==> config.mk <==
export PLATFORM = sky130hd
export DESIGN_NAME = reset_sequencer
export DESIGN_NICKNAME = d
export VERILOG_FILES = /design/src/rtl/reset_sequencer.sv
export SDC_FILE = /design/constraint.sdc
export NUM_CORES = 1
export LEC_CHECK = 0
export BUFFER_PORTS_ARGS = -buffer_cell sky130_fd_sc_hd__buf_2
export CAP_MARGIN = 15
export CELL_PAD_IN_SITES_DETAIL_PLACEMENT = 2
export CELL_PAD_IN_SITES_GLOBAL_PLACEMENT = 2
export CORE_ASPECT_RATIO = 0.75
export CORE_MARGIN = 1.5
export CORE_UTILIZATION = 31
export CTS_CLUSTER_SIZE = 10
export DETAILED_ROUTE_END_ITERATION = 10
export PLACE_DENSITY = 0.75
export SLEW_MARGIN = 30
export SYNTH_ARGS = -nofsm -noshare
export SYNTH_HDL_FRONTEND = slang
export SYNTH_SLANG_ARGS = --single-unit
==> constraint.sdc <==
create_clock -name CLK -period 2 [get_ports CLK]
set_clock_uncertainty 0.05 [all_clocks]
set_input_delay 0.1 -clock CLK [delete_from_list [all_inputs] [get_ports CLK]]
set_output_delay 0.1 -clock CLK [all_outputs]
set_load 0.02 [all_outputs]
==> src/rtl/reset_sequencer.sv <==
// reset_sequencer: staged reset release with software reset and watchdog.
//
// After any reset event all rst_out bits are held high for HOLD_CYCLES cycles.
// Bit 0 is then released, and each further bit follows STAGGER cycles after the
// previous one. When the last bit drops, ready rises and the block enters RUN.
// In RUN, a software request or a watchdog expiry restarts the whole sequence
// and is recorded in cause and boot_count.
//
// Ports:
//   CLK        in   sole clock, rising edge
//   reset      in   synchronous active-high block reset
//   sw_req     in   software reset request (honoured in RUN only)
//   wdt_en     in   watchdog enable (RUN only)
//   wdt_kick   in   watchdog restart strobe (RUN only)
//   rst_out    out  per-domain active-high reset, bit 0 released first
//   ready      out  high only when every rst_out bit is low
//   cause      out  last reset cause: 00 reset, 01 software, 10 watchdog
//   boot_count out  saturating count of software and watchdog resets
module reset_sequencer #(
    parameter int unsigned HOLD_CYCLES = 32,
    parameter int unsigned CHANNELS    = 2,
    parameter int unsigned STAGGER     = 4,
    parameter int unsigned WDT_CYCLES  = 1024
) (
    input  logic                CLK,
    input  logic                reset,
    input  logic                sw_req,
    input  logic                wdt_en,
    input  logic                wdt_kick,
    output logic [CHANNELS-1:0] rst_out,
    output logic                ready,
    output logic [1:0]          cause,
    output logic [7:0]          boot_count
);

    localparam int unsigned HoldW = (HOLD_CYCLES > 1) ? $clog2(HOLD_CYCLES) : 1;
    localparam int unsigned StgW  = (STAGGER > 1) ? $clog2(STAGGER) : 1;
    localparam int unsigned WdtW  = (WDT_CYCLES > 1) ? $clog2(WDT_CYCLES) : 1;

    localparam logic [HoldW-1:0] HoldLast = HoldW'(HOLD_CYCLES - 1);
    localparam logic [StgW-1:0]  StgLast  = StgW'(STAGGER - 1);
    localparam logic [WdtW-1:0]  WdtLast  = WdtW'(WDT_CYCLES - 1);

    localparam logic [1:0] CauseReset = 2'b00;
    localparam logic [1:0] CauseSw    = 2'b01;
    localparam logic [1:0] CauseWdt   = 2'b10;

    typedef enum logic [1:0] {StHold, StStage, StRun} state_e;

    state_e              state_q, state_d;
    logic [HoldW-1:0]    hold_q, hold_d;
    logic [StgW-1:0]     stg_q, stg_d;
    logic [WdtW-1:0]     wdt_q, wdt_d;
    logic [CHANNELS-1:0] rst_out_q, rst_out_d;
    logic                ready_q, ready_d;
    logic [1:0]          cause_q, cause_d;
    logic [7:0]          boot_q, boot_d;

    // Released bits are always the low ones, so a left shift drops the next
    // channel in ascending order without tracking a channel index.
    logic [CHANNELS-1:0] rst_shift;
    logic                expire;

    assign rst_shift = rst_out_q << 1;
    assign expire    = wdt_en && !wdt_kick && (wdt_q == WdtLast);

    always_comb begin
        state_d   = state_q;
        hold_d    = hold_q;
        stg_d     = stg_q;
        wdt_d     = wdt_q;
        rst_out_d = rst_out_q;
        ready_d   = ready_q;
        cause_d   = cause_q;
        boot_d    = boot_q;

        unique case (state_q)
            StHold: begin
                if (hold_q == HoldLast) begin
                    hold_d    = '0;
                    stg_d     = '0;
                    rst_out_d = rst_shift;
                    // Single-channel builds go straight to RUN.
                    if (rst_shift == '0) begin
                        ready_d = 1'b1;
                        state_d = StRun;
                    end else begin
                        state_d = StStage;
                    end
                end else begin
                    hold_d = hold_q + 1'b1;
                end
            end
            StStage: begin
                if (stg_q == StgLast) begin
                    stg_d     = '0;
                    rst_out_d = rst_shift;
                    if (rst_shift == '0) begin
                        ready_d = 1'b1;
                        state_d = StRun;
                    end
                end else begin
                    stg_d = stg_q + 1'b1;
                end
            end
            StRun: begin
                if (sw_req || expire) begin
                    state_d   = StHold;
                    hold_d    = '0;
                    stg_d     = '0;
                    wdt_d     = '0;
                    rst_out_d = '1;
                    ready_d   = 1'b0;
                    // Software request takes priority over a coincident expiry.
                    cause_d   = sw_req ? CauseSw : CauseWdt;
                    if (boot_q != 8'hFF) begin
                        boot_d = boot_q + 8'd1;
                    end
                end else if (!wdt_en || wdt_kick) begin
                    wdt_d = '0;
                end else begin
                    // Not expired, so wdt_q < WdtLast here and cannot wrap.
                    wdt_d = wdt_q + 1'b1;
                end
            end
            default: begin
                state_d   = StHold;
                hold_d    = '0;
                rst_out_d = '1;
                ready_d   = 1'b0;
            end
        endcase
    end

    always_ff @(posedge CLK) begin
        if (reset) begin
            state_q   <= StHold;
            hold_q    <= '0;
            stg_q     <= '0;
            wdt_q     <= '0;
            rst_out_q <= '1;
            ready_q   <= 1'b0;
            cause_q   <= CauseReset;
            boot_q    <= 8'd0;
        end else begin
            state_q   <= state_d;
            hold_q    <= hold_d;
            stg_q     <= stg_d;
            wdt_q     <= wdt_d;
            rst_out_q <= rst_out_d;
            ready_q   <= ready_d;
            cause_q   <= cause_d;
            boot_q    <= boot_d;
        end
    end

    assign rst_out    = rst_out_q;
    assign ready      = ready_q;
    assign cause      = cause_q;
    assign boot_count = boot_q;

endmodule

==> impl_metrics.env <==
export IMPL_grtUsageTotal_pct=20.07
export IMPL_yosys_cell_count_top_type="dfxtp_1"
export IMPL_fin_crit_ps=1941
export IMPL_crit_chain="ha_1, and3_1, buf_4, and3_1, o311ai_0, nor2b_1"
export IMPL_hpwl_mm=3.894
export IMPL_synth_area_sq_mm=0.001640
export IMPL_clock_path_buffers=2
export IMPL_dieArea_sq_mm=0.005741
export IMPL_synth_async_reset_ratio_pct=0
export IMPL_rsz0062_at_grt="true"
export IMPL_nets=234
export IMPL_tightest_slew_ps=508.1
export IMPL_cp_slowest_cell="o311ai_0"
export IMPL_leakage_uw=0.0007857
export IMPL_core_area_sq_mm=0.004982
export IMPL_syn_inst=194
export IMPL_crit_required_ps=2160
export IMPL_die_h_um=66.00
export IMPL_start_kind="flop"
export IMPL_first_iter_violations=84
export IMPL_yosysTopAreaCellShare_pct=39.05
export IMPL_synth_area_leaders="dfxtp_1 39%, a21oi_1 5.2%, ha_1 3.8%"
export IMPL_antenna_left=0
export IMPL_port_buffers=17
export IMPL_cts_root_buf="clkbuf_8"
export IMPL_drive_gt1_share_pct=24.00
export IMPL_synth_seq_area_share_pct=39.05
export IMPL_overflow=0
export IMPL_finalSetupViolCount=0
export IMPL_hold_viol=0
export IMPL_reg2regPathDepth=6
export IMPL_gp_congestion=0.8048
export IMPL_ys_warn_count=0
export IMPL_crit_type="flop to flop"
export IMPL_cts_buffers=5
export IMPL_cp_end_kind="flop"
export IMPL_dr_pass1_iters=4
export IMPL_crit_arrival_ps=2100
export IMPL_clkTransAtPathRegs_ps=70
export IMPL_final_cells=297
export IMPL_fmax_mhz=515.3
export IMPL_cpMostUsedCell="and3_1"
export IMPL_yosys_top_cells_count="32 x dfxtp_1, 17 x a21oi_1, 16 x nand2_1, 13 x nor2_1, 11 x nand3_1"
export IMPL_cts_hold_buffers_added=0
export IMPL_dp_cells=289
export IMPL_routed_wl_mm=5.422
export IMPL_outcome="finished clean"
export IMPL_syn_nets=204
export IMPL_critical_path_max_stage_delay_ps=430
export IMPL_ios=18
export IMPL_synth_seq_cells=32
export IMPL_start_util_pct=32.92
export IMPL_n_fill_cell=571
export IMPL_maxSlewViolCount=0
export IMPL_synth_area_per_cell_sq_um=8.455
export IMPL_setup_tns_ps=0
export IMPL_hold_depth=3
export IMPL_antennaDiodeCount=0
export IMPL_grt_max_degree=22
export IMPL_cts_tree="done"
export IMPL_synthFlopType="dfxtp_1"
export IMPL_drv_cap=0
export IMPL_syn_to_final_growth_pct=23.87
export IMPL_crit_cells=6
export IMPL_relSlewSlack_pct=66.13
export IMPL_ir_drop_uv=355.6
export IMPL_post_cts_buffers=0
export IMPL_die_w_um=87.00
export IMPL_grt_pass1_wl_mm=8.818
export IMPL_p_per_area_mw_per_mm2=727.6
export IMPL_finalCritPeriodShare_pct=97.03
export IMPL_critical_path_max_fanout=9
export IMPL_cp_top_family="simple AND/OR/NAND/NOR gates"
export IMPL_cts_sinks=32
export IMPL_grt_pass1_vias=1772
export IMPL_worst_path_buf_inv=1
export IMPL_fp_row_count=22
export IMPL_vias_per_cell=5.542
export IMPL_synth_edf_count=0
export IMPL_yosys_area_top_type="dfxtp_1"
export IMPL_wl_per_cell_um=18.26
export IMPL_vias=1646
export IMPL_htreeDepth=2
export IMPL_drc=0
export IMPL_yosysUniqueCellTypes=43
export IMPL_hold_path_class="primary input to flop"
export IMPL_antenna_found_initial=0
export IMPL_clkLatencyLatePin_ps=290
-- cells in the final DEF, fill, tap and decap left out, types with 7 or more instances in the layout --
master   count
buf_4       16
o21ai_0      9
nand3_1     11
nor2b_1      7
buf_2       17
nor2_1      12
or3_1        7
a21oi_1     16
dfxtp_1     30
nand2_1     16
-- layer usage --
| layer | share of wire, % | track usage (%) | up-vias |
|---|---|---|---|
| li1 | - | - | 792 |
| met1 | 47 | 25.49 | 826 |
| met2 | 49 | 34.11 | 21 |
| met3 | 2.8 | 3.870 | 7 |
| met4 | 1.1 | 6.653 | 0 |
| met5 | 0 | 0 | - |
-- stage by stage --
stage	hold WS [ps]	utilization, %	power, uW	area, sq um	setup slack, ps
2_1_floorplan	200.8	-	784.5	1640	53.76
3_3_place_gp	381.1	38.00	837.0	1893	79.64
3_5_place_dp	387.0	38.00	851.8	1893	-10.42
4_1_cts	90.04	40.21	1484	2003	12.78
5_1_grt	113.5	40.78	1534	2032	-4.792
6_report	94.48	40.78	1478	2032	59.47
-- area by class of cell --
type                       count  area, sq um  share of cell area, %
inverter                       4        15.01                 0.7389
sequential                    32        643.1                  31.65
tap                           72        90.09                  4.433
timing repair buffer          33        205.2                  10.10
multi-input combinational    148        970.9                  47.78
clock buffer                   6        72.57                  3.571
clock inverter                 2        35.03                  1.724
-- cell families (layout without fill, tap and decap cells) --
kind of cell | after synthesis | in the layout | synth area share, %
mux | 5 | 5 | 3.280
fa+ha+maj | 5 | 5 | 3.814
flops | 32 | 32 | 39.05
simple gates | 86 | 86 | 28.99
compound gates | 52 | 52 | 21.36
buf+inv | 14 | 45 | 3.508
-- worst min-delay path, stage by stage --
cell	delay, ps
buf_2	140
nand2_1	80
a21oi_1	60
-- final timing paths --
| path | startpoint | to | slack (ps) |
|---|---|---|---|
| setup / recovery | wdt_q[0] | wdt_q[6] | 60 |
| hold / removal | sw_req | cause[0] | 90 |
| setup reg to reg | wdt_q[0] | wdt_q[6] | 60 |
| hold reg to reg | wdt_q[1] | wdt_q[1] | 440 |
-- what timing repair did --
| item | CTS | global route |
|---|---|---|
| gates resized for setup | 1 | 7 |
| endpoints found under the setup margin | 1 | 15 |
| pin swaps | 0 | 1 |
| cloned | 0 | 0 |
-- registers in the layout, summed over array words and instances (netlist names) --
| name | cells |
|---|---|
| hold_q | 5 |
| rst_out | 2 |
| boot_count | 8 |
| state_q | 2 |
| wdt_q | 10 |
| ready | 1 |
| stg_q | 2 |
| cause | 2 |
-- power by group --
part	total [uW]	leakage [uW]	internal [uW]	switching (uW)
combinational	162	0.000471	68.0	94.2
sequential	682	0.000260	659	22.3
clock	635	0.0000552	370	265
total	1480	0.000786	1100	381
Note: power is estimated with default switching activity, not from simulation.
